File: src/rtl/mem_port_arbiter_if.sv
// Bundles the fetch/data requester handshakes, bound windows and the shared ROM read port.
// The slave modport is the arbiter's view; master is the core-plus-ROM side.
interface mem_port_arbiter_if #(
    parameter int MEM_ADDR  = 6,
    parameter int MEM_EXTRA = 4
);
    localparam int AW = MEM_ADDR + 1;
    localparam int DW = (2 ** MEM_EXTRA) * 8;

    logic                 fetch_req;
    logic [AW-1:0]        fetch_addr;
    logic [MEM_EXTRA-1:0] fetch_extra;
    logic                 fetch_ack;
    logic [DW-1:0]        fetch_data;
    logic                 fetch_error;

    logic                 data_req;
    logic [AW-1:0]        data_addr;
    logic [MEM_EXTRA-1:0] data_extra;
    logic                 data_ack;
    logic [DW-1:0]        data_data;
    logic                 data_error;

    logic [AW-1:0]        code_lower;
    logic [AW-1:0]        code_upper;
    logic [AW-1:0]        heap_lower;
    logic [AW-1:0]        heap_upper;

    logic [AW-1:0]        mem_addr;
    logic [MEM_EXTRA-1:0] mem_extra;
    logic [AW-1:0]        mem_lower_bound;
    logic [AW-1:0]        mem_upper_bound;
    logic [DW-1:0]        mem_data;
    logic                 mem_error;

    logic                 busy;

    modport slave (
        input  fetch_req, fetch_addr, fetch_extra,
        output fetch_ack, fetch_data, fetch_error,
        input  data_req, data_addr, data_extra,
        output data_ack, data_data, data_error,
        input  code_lower, code_upper, heap_lower, heap_upper,
        output mem_addr, mem_extra, mem_lower_bound, mem_upper_bound,
        input  mem_data, mem_error,
        output busy
    );

    modport master (
        output fetch_req, fetch_addr, fetch_extra,
        input  fetch_ack, fetch_data, fetch_error,
        output data_req, data_addr, data_extra,
        input  data_ack, data_data, data_error,
        output code_lower, code_upper, heap_lower, heap_upper,
        input  mem_addr, mem_extra, mem_lower_bound, mem_upper_bound,
        output mem_data, mem_error,
        input  busy
    );
endinterface

File: src/rtl/mem_port_arbiter.sv
// Round-robin fetch/data arbiter for the single ROM read port; ack arrives 2 cycles after grant.
// Requesters hold req until their one-cycle ack; the loser simply waits, peak 1 read per 2 cycles.
module mem_port_arbiter #(
    parameter int MEM_ADDR  = 6,
    parameter int MEM_EXTRA = 4
) (
    input  logic              clk,
    input  logic              reset,
    mem_port_arbiter_if.slave bus
);
    localparam int AW = MEM_ADDR + 1;

    typedef enum logic [1:0] {IDLE, WAIT, RESP} state_t;
    typedef enum logic {OWN_FETCH = 1'b0, OWN_DATA = 1'b1} owner_t;

    state_t               state_q, state_d;
    owner_t               owner_q, owner_d;
    owner_t               winner;
    logic [AW-1:0]        addr_q, addr_d;
    logic [AW-1:0]        lo_q, lo_d;
    logic [AW-1:0]        hi_q, hi_d;
    logic [MEM_EXTRA-1:0] extra_q, extra_d;
    logic                 fetch_cand;
    logic                 data_cand;
    logic                 fetch_ack_w;
    logic                 data_ack_w;

    always_ff @(posedge clk or negedge reset) begin
        if (!reset) begin
            state_q <= IDLE;
            owner_q <= OWN_DATA;
            addr_q  <= '0;
            extra_q <= '0;
            lo_q    <= '0;
            hi_q    <= '1;
        end else begin
            state_q <= state_d;
            owner_q <= owner_d;
            addr_q  <= addr_d;
            extra_q <= extra_d;
            lo_q    <= lo_d;
            hi_q    <= hi_d;
        end
    end

    always_comb begin
        state_d    = state_q;
        owner_d    = owner_q;
        addr_d     = addr_q;
        extra_d    = extra_q;
        lo_d       = lo_q;
        hi_d       = hi_q;
        fetch_cand = 1'b0;
        data_cand  = 1'b0;
        winner     = OWN_FETCH;

        case (state_q)
            IDLE: begin
                fetch_cand = bus.fetch_req;
                data_cand  = bus.data_req;
            end
            WAIT: state_d = RESP;
            RESP: begin
                // The owner being acked this cycle is masked so the other side gets the next slot.
                fetch_cand = bus.fetch_req && (owner_q != OWN_FETCH);
                data_cand  = bus.data_req  && (owner_q != OWN_DATA);
                state_d    = IDLE;
            end
            default: state_d = IDLE;
        endcase

        if (fetch_cand && data_cand) begin
            if (owner_q == OWN_DATA) winner = OWN_FETCH;
            else                     winner = OWN_DATA;
        end else if (data_cand) begin
            winner = OWN_DATA;
        end

        if (fetch_cand || data_cand) begin
            state_d = WAIT;
            owner_d = winner;
            if (winner == OWN_FETCH) begin
                addr_d  = bus.fetch_addr;
                extra_d = bus.fetch_extra;
                lo_d    = bus.code_lower;
                hi_d    = bus.code_upper;
            end else begin
                addr_d  = bus.data_addr;
                extra_d = bus.data_extra;
                lo_d    = bus.heap_lower;
                hi_d    = bus.heap_upper;
            end
        end
    end

    assign fetch_ack_w = (state_q == RESP) && (owner_q == OWN_FETCH);
    assign data_ack_w  = (state_q == RESP) && (owner_q == OWN_DATA);

    assign bus.fetch_ack   = fetch_ack_w;
    assign bus.fetch_data  = fetch_ack_w ? bus.mem_data : '0;
    assign bus.fetch_error = fetch_ack_w && bus.mem_error;
    assign bus.data_ack    = data_ack_w;
    assign bus.data_data   = data_ack_w ? bus.mem_data : '0;
    assign bus.data_error  = data_ack_w && bus.mem_error;

    assign bus.mem_addr        = addr_q;
    assign bus.mem_extra       = extra_q;
    assign bus.mem_lower_bound = lo_q;
    assign bus.mem_upper_bound = hi_q;
    assign bus.busy            = (state_q != IDLE);
endmodule
File: src/flat_wrapper.sv
// flat-port wrapper written by rule: the top's interface ports become plain ports
module mem_port_arbiter_flat 
#(
    parameter int MEM_ADDR  = 6,
    parameter int MEM_EXTRA = 4
)
  (clk, reset, bus_fetch_req, bus_fetch_addr, bus_fetch_extra, bus_fetch_ack, bus_fetch_data, bus_fetch_error, bus_data_req, bus_data_addr, bus_data_extra, bus_data_ack, bus_data_data, bus_data_error, bus_code_lower, bus_code_upper, bus_heap_lower, bus_heap_upper, bus_mem_addr, bus_mem_extra, bus_mem_lower_bound, bus_mem_upper_bound, bus_mem_data, bus_mem_error, bus_busy);
  mem_port_arbiter_if #(.MEM_ADDR(MEM_ADDR), .MEM_EXTRA(MEM_EXTRA)) bus_i ();
  input  logic clk;
  input  logic reset;
  input wire logic [$bits(bus_i.fetch_req)-1:0] bus_fetch_req;
  input wire logic [$bits(bus_i.fetch_addr)-1:0] bus_fetch_addr;
  input wire logic [$bits(bus_i.fetch_extra)-1:0] bus_fetch_extra;
  output wire logic [$bits(bus_i.fetch_ack)-1:0] bus_fetch_ack;
  output wire logic [$bits(bus_i.fetch_data)-1:0] bus_fetch_data;
  output wire logic [$bits(bus_i.fetch_error)-1:0] bus_fetch_error;
  input wire logic [$bits(bus_i.data_req)-1:0] bus_data_req;
  input wire logic [$bits(bus_i.data_addr)-1:0] bus_data_addr;
  input wire logic [$bits(bus_i.data_extra)-1:0] bus_data_extra;
  output wire logic [$bits(bus_i.data_ack)-1:0] bus_data_ack;
  output wire logic [$bits(bus_i.data_data)-1:0] bus_data_data;
  output wire logic [$bits(bus_i.data_error)-1:0] bus_data_error;
  input wire logic [$bits(bus_i.code_lower)-1:0] bus_code_lower;
  input wire logic [$bits(bus_i.code_upper)-1:0] bus_code_upper;
  input wire logic [$bits(bus_i.heap_lower)-1:0] bus_heap_lower;
  input wire logic [$bits(bus_i.heap_upper)-1:0] bus_heap_upper;
  output wire logic [$bits(bus_i.mem_addr)-1:0] bus_mem_addr;
  output wire logic [$bits(bus_i.mem_extra)-1:0] bus_mem_extra;
  output wire logic [$bits(bus_i.mem_lower_bound)-1:0] bus_mem_lower_bound;
  output wire logic [$bits(bus_i.mem_upper_bound)-1:0] bus_mem_upper_bound;
  input wire logic [$bits(bus_i.mem_data)-1:0] bus_mem_data;
  input wire logic [$bits(bus_i.mem_error)-1:0] bus_mem_error;
  output wire logic [$bits(bus_i.busy)-1:0] bus_busy;
  assign bus_i.fetch_req = bus_fetch_req;
  assign bus_i.fetch_addr = bus_fetch_addr;
  assign bus_i.fetch_extra = bus_fetch_extra;
  assign bus_fetch_ack = bus_i.fetch_ack;
  assign bus_fetch_data = bus_i.fetch_data;
  assign bus_fetch_error = bus_i.fetch_error;
  assign bus_i.data_req = bus_data_req;
  assign bus_i.data_addr = bus_data_addr;
  assign bus_i.data_extra = bus_data_extra;
  assign bus_data_ack = bus_i.data_ack;
  assign bus_data_data = bus_i.data_data;
  assign bus_data_error = bus_i.data_error;
  assign bus_i.code_lower = bus_code_lower;
  assign bus_i.code_upper = bus_code_upper;
  assign bus_i.heap_lower = bus_heap_lower;
  assign bus_i.heap_upper = bus_heap_upper;
  assign bus_mem_addr = bus_i.mem_addr;
  assign bus_mem_extra = bus_i.mem_extra;
  assign bus_mem_lower_bound = bus_i.mem_lower_bound;
  assign bus_mem_upper_bound = bus_i.mem_upper_bound;
  assign bus_i.mem_data = bus_mem_data;
  assign bus_i.mem_error = bus_mem_error;
  assign bus_busy = bus_i.busy;
  mem_port_arbiter #(.MEM_ADDR(MEM_ADDR), .MEM_EXTRA(MEM_EXTRA)) u_core (.clk(clk), .reset(reset), .bus(bus_i));
endmodule
File: config.mk
export PLATFORM = sky130hd
export DESIGN_NAME = mem_port_arbiter_flat
export DESIGN_NICKNAME = d
export VERILOG_FILES = /design/src/rtl/mem_port_arbiter_if.sv /design/src/rtl/mem_port_arbiter.sv /design/src/flat_wrapper.sv
export SDC_FILE = /design/constraint.sdc
export NUM_CORES = 1
export LEC_CHECK = 0
export ABC_AREA = 1
export BUFFER_PORTS_ARGS = -buffer_cell sky130_fd_sc_hd__buf_2
export CAP_MARGIN = 20
export CORE_AREA = 8 8 177 179
export CTS_CLUSTER_DIAMETER = 120
export DETAILED_ROUTE_END_ITERATION = 10
export DIE_AREA = 0 0 185 187
export PLACE_DENSITY = 0.49
export SYNTH_ARGS = -nofsm -noshare
export SYNTH_HDL_FRONTEND = slang
export SYNTH_SLANG_ARGS = --single-unit
File: constraint.sdc
create_clock -name clk -period 1.5 [get_ports clk]
set_input_delay 0.075 -clock clk [delete_from_list [all_inputs] [get_ports clk]]
set_output_delay 0.075 -clock clk [all_outputs]
set_load 0.02 [all_outputs]
==> out/results.md <==
| Parameter | This run | Unit |
|---|---|---|
| Status | finished, violations left | - |
| Failing checks | setup timing | - |
| Setup repair after global routing missed its margin | true | - |
| Min-Delay Path Class | in -> reg | - |
| Worst reg2reg path depth | 7 | - |
| Starting Density | 0.112 | - |
| Switch share | 0.539 | - |
| Final cell count without fillers | 1508 | - |
| Floorplan Core Area | 28400 | um^2 |
| GR Overflow Total | 0 | - |
| Distinct cell type count after synthesis | 18 | - |
| Average footprint of a synthesized cell | 5.08 | um^2 |
| Total number of nets in the final design | 1297 | - |
| Vias per inst | 3.80 | - |
| HPWL after detailed placement | 21.2 | mm |
| Nature of the critical path endpoint | output pin | - |
| CTS Buffer Depth | 2 | - |
| Residual DRC count | 0 | - |
| Biggest area consumer among synthesized cells | nor2_1 | - |
| Site Rows | 62 | - |
| Synth area leaders | nor2_1 (31%), inv_1 (19%), dfrtp_1 (16%), nand3_1 (12%), dfstp_2 (6.6%) | - |
| Via total after detailed routing | 5731 | - |
| Last weighted congestion value of the routability-driven placer | 0.863 | - |
| Number of global-route vias before repair | 5719 | - |
| Max-cap violations | 0 | - |
| Clock share of power | 0.056 | - |
| DIE WIDTH | 185 | um |
| Final-report hold violation count | 0 | - |
| Inserted Clock Buffers | 3 | - |
| Max-slew violation count | 0 | - |
| Total standard cell area after synthesis | 3190 | um^2 |
| # fillers | 3122 | - |
| Insertion delay to the later sink of the worst-skew pair | 0.27 | ns |
| Antenna violations before repair | 13 | - |
| Kind of start point of the critical path | register | - |
| Most frequent cells in the layout | buf_2 (290), inv_1 (158), nor2_1 (138) | - |
| Clk slew on worst S/H paths | 0.07 | ns |
| Worst-Margin Slew | 0.675 | ns |
| Boundary Pins | 469 | - |
| Power Internal | 0.00536 | W |
| Worst VDD drop | 0.768 | mV |
| Max Freq | 559 | MHz |
| Clock H-tree levels | 1 | - |
| Final setup violation count | 259 | - |
| Core Util, Final | 0.284 | - |
| Leading cell type in the layout, fill and taps excluded | buf_2 | - |
| Worst path arrival time | 1.72 | ns |
| Routed wirelength normalized by instance count | 18.1 | um |
| Sequential cell area fraction in the yosys report | 0.223 | - |
| Minimum setup slack after placement | -0.0581 | ns |
| Number of nets with antenna violations after detailed routing | 0 | - |
| Relative max-transition margin | 0.550 | - |
| Total Power Consumption | 0.0116 | W |
| DIE AREA | 34600 | um^2 |
| P_leak | 4.86 | nW |
| Period utilization | 1.19 | - |
| TritonCTS clock tree | built | - |
| Crit Path Class | reg -> out | - |
| Cell Area, Placed | 6150 | um^2 |
| Count of routing violations after the opening detailed-route iteration | 247 | - |
| Post-Syn Instances | 627 | - |
| Min setup slack post-route | -0.290 | ns |
| Data required, critical path | 1.42 | ns |
| 1st-pass router iterations | 4 | - |
| Post-synthesis net count | 810 | - |
| Cell count of the worst hold path | 3 | - |
| Clock sink count | 28 | - |
| Switch Pwr | 0.00628 | W |
| Total number of yosys warnings | 0 | - |
| CTS root buf | clkbuf_16 | - |
| Overall die height | 187 | um |
| Wire length of the first global-routing pass | 35.5 | mm |
| Seq cells post-synth | 28 | - |
| Worst Path Max Fanout | 10 | - |
| Time the final worst path needs with I/O delays and setup | 1.79 | ns |
| Sequential share of power | 0.129 | - |
| Synthesis-to-layout area growth | 153 | % |
| Final Instance Area | 8060 | um^2 |
| Cell chain of the critical path | nand2_4, nor2_4, buf_6, inv_8, clkbuf_16, nor2_1, buf_4 | - |
| Slowest stage cell on the critical path | dfstp_2 | - |
| Placed Cells | 1471 | - |
| Share of post-route cells with drive strength above 1 | 0.601 | - |
| Final setup skew | 0.00418 | ns |
| Quantity of I/O buffers inserted on ports | 468 | - |
| Combinational group share of total power | 0.815 | - |
| Largest net degree at the start of global routing | 40 | - |
| Longest individual stage delay on the worst path | 0.57 | ns |
| Total detailed-routing wirelength | 27.4 | mm |
| Portion of synthesized cell area occupied by the leading cell type | 0.306 | - |
| Power per Cell Area | 1450 | nW/um^2 |
| Global-route usage over all layers | 0.132 | - |
[kinds of logic (layout without fill, tap and decap cells)]
group / after synthesis / after routing / synth area share
AO/OA/AOI/OAI: 1 / 1 / 0.00157
other: 0 / 11 / 0
flip-flops: 28 / 28 / 0.223
buffers and inverters: 201 / 687 / 0.262
AND/OR/NAND/NOR: 397 / 397 / 0.513
[stage by stage]
stage	hold slack [ns]	TNS [ns]
4_1_cts	0.0157	-60.02
3_3_place_gp	0.141	-1.88
5_1_grt	0.0407	-73.57
3_5_place_dp	0.145	-2.47
2_1_floorplan	-0.221	-3.17
6_report	0.0224	-51.62
[timing repair]
item,in CTS,in global routing
buffers inserted,3,7
gates resized for setup,92,384
pin swaps,1,3
hold buffers,1,0
hold endpoints to repair,20,0
endpoints found under the setup margin,258,261
gates cloned,2,10
[critical path: cells and delay by family, from the launching register on]
family,cells,cell delay [ns]
DFF,1,0.57
buffers and inverters,4,0.54
and+or+nand+nor,3,0.31
[state kept, by name, summed over array words and instances (netlist names)]
register and count:
u_core.bus.mem_addr 7, u_core.bus.mem_lower_bound 7, u_core.state_q 2, u_core.owner_q 1, u_core.bus.mem_extra 4, u_core.bus.mem_upper_bound 7
[power groups by stage]
stage          Combinational (W)  Sequential [W]  Clock (W)
3_3_place_gp             0.00725         0.00149          0
5_1_grt                   0.0101         0.00155   0.000691
4_1_cts                  0.00765         0.00150   0.000668
6_report                 0.00949         0.00150   0.000648
2_1_floorplan            0.00398         0.00190          0
3_5_place_dp             0.00727         0.00148          0
[cells in the mapped netlist]
cell      instances
nor2_1          260
dfstp_2           8
nand3_2           2
or2_2             1
buf_4             8
nand2_1          52
nand2_4           1
clkbuf_1          2
buf_2            28
inv_2             3
nand3_1          75
inv_1           158
nor2_8            1
nand2_2           3
buf_6             2
o21ai_0           1
nor2_2            2
dfrtp_1          20
[per-layer routing]
| layer | part of all wire | up-vias | global-route usage |
|---|---|---|---|
| li1 | - | 2760 | - |
| met1 | 0.41 | 2611 | 0.161 |
| met2 | 0.47 | 324 | 0.214 |
| met3 | 0.10 | 34 | 0.0369 |
| met4 | 0.017 | 2 | 0.0530 |
| met5 | 0.00048 | - | 0 |
[path summary, 6_finish.rpt]
path                                               start                             to  slack (ns)
max                                       u_core.owner_q              bus_data_data[21]       -0.29
min                                    bus_code_upper[4]  u_core.bus.mem_upper_bound[4]        0.02
max reg2reg                               u_core.owner_q  u_core.bus.mem_upper_bound[0]           0
min reg2reg                u_core.bus.mem_upper_bound[6]  u_core.bus.mem_upper_bound[6]        0.57
max in group asynchronous                          reset         u_core.bus.mem_addr[6]        0.69
min in group asynchronous                          reset  u_core.bus.mem_lower_bound[5]        0.37
[layout make-up]
type	count	area (um^2)	share of cell area
Inverter	161	617	0.0766
Clock buffer	4	78.8	0.00978
Sequential cell	28	711	0.0882
Multi-Input combinational cell	398	2240	0.278
Antenna cell	11	27.5	0.00342
Tap cell	384	480	0.0596
Timing Repair inverter	2	27.5	0.00342
Timing Repair Buffer	520	3870	0.481
Note: power is estimated with default switching activity, not from simulation.
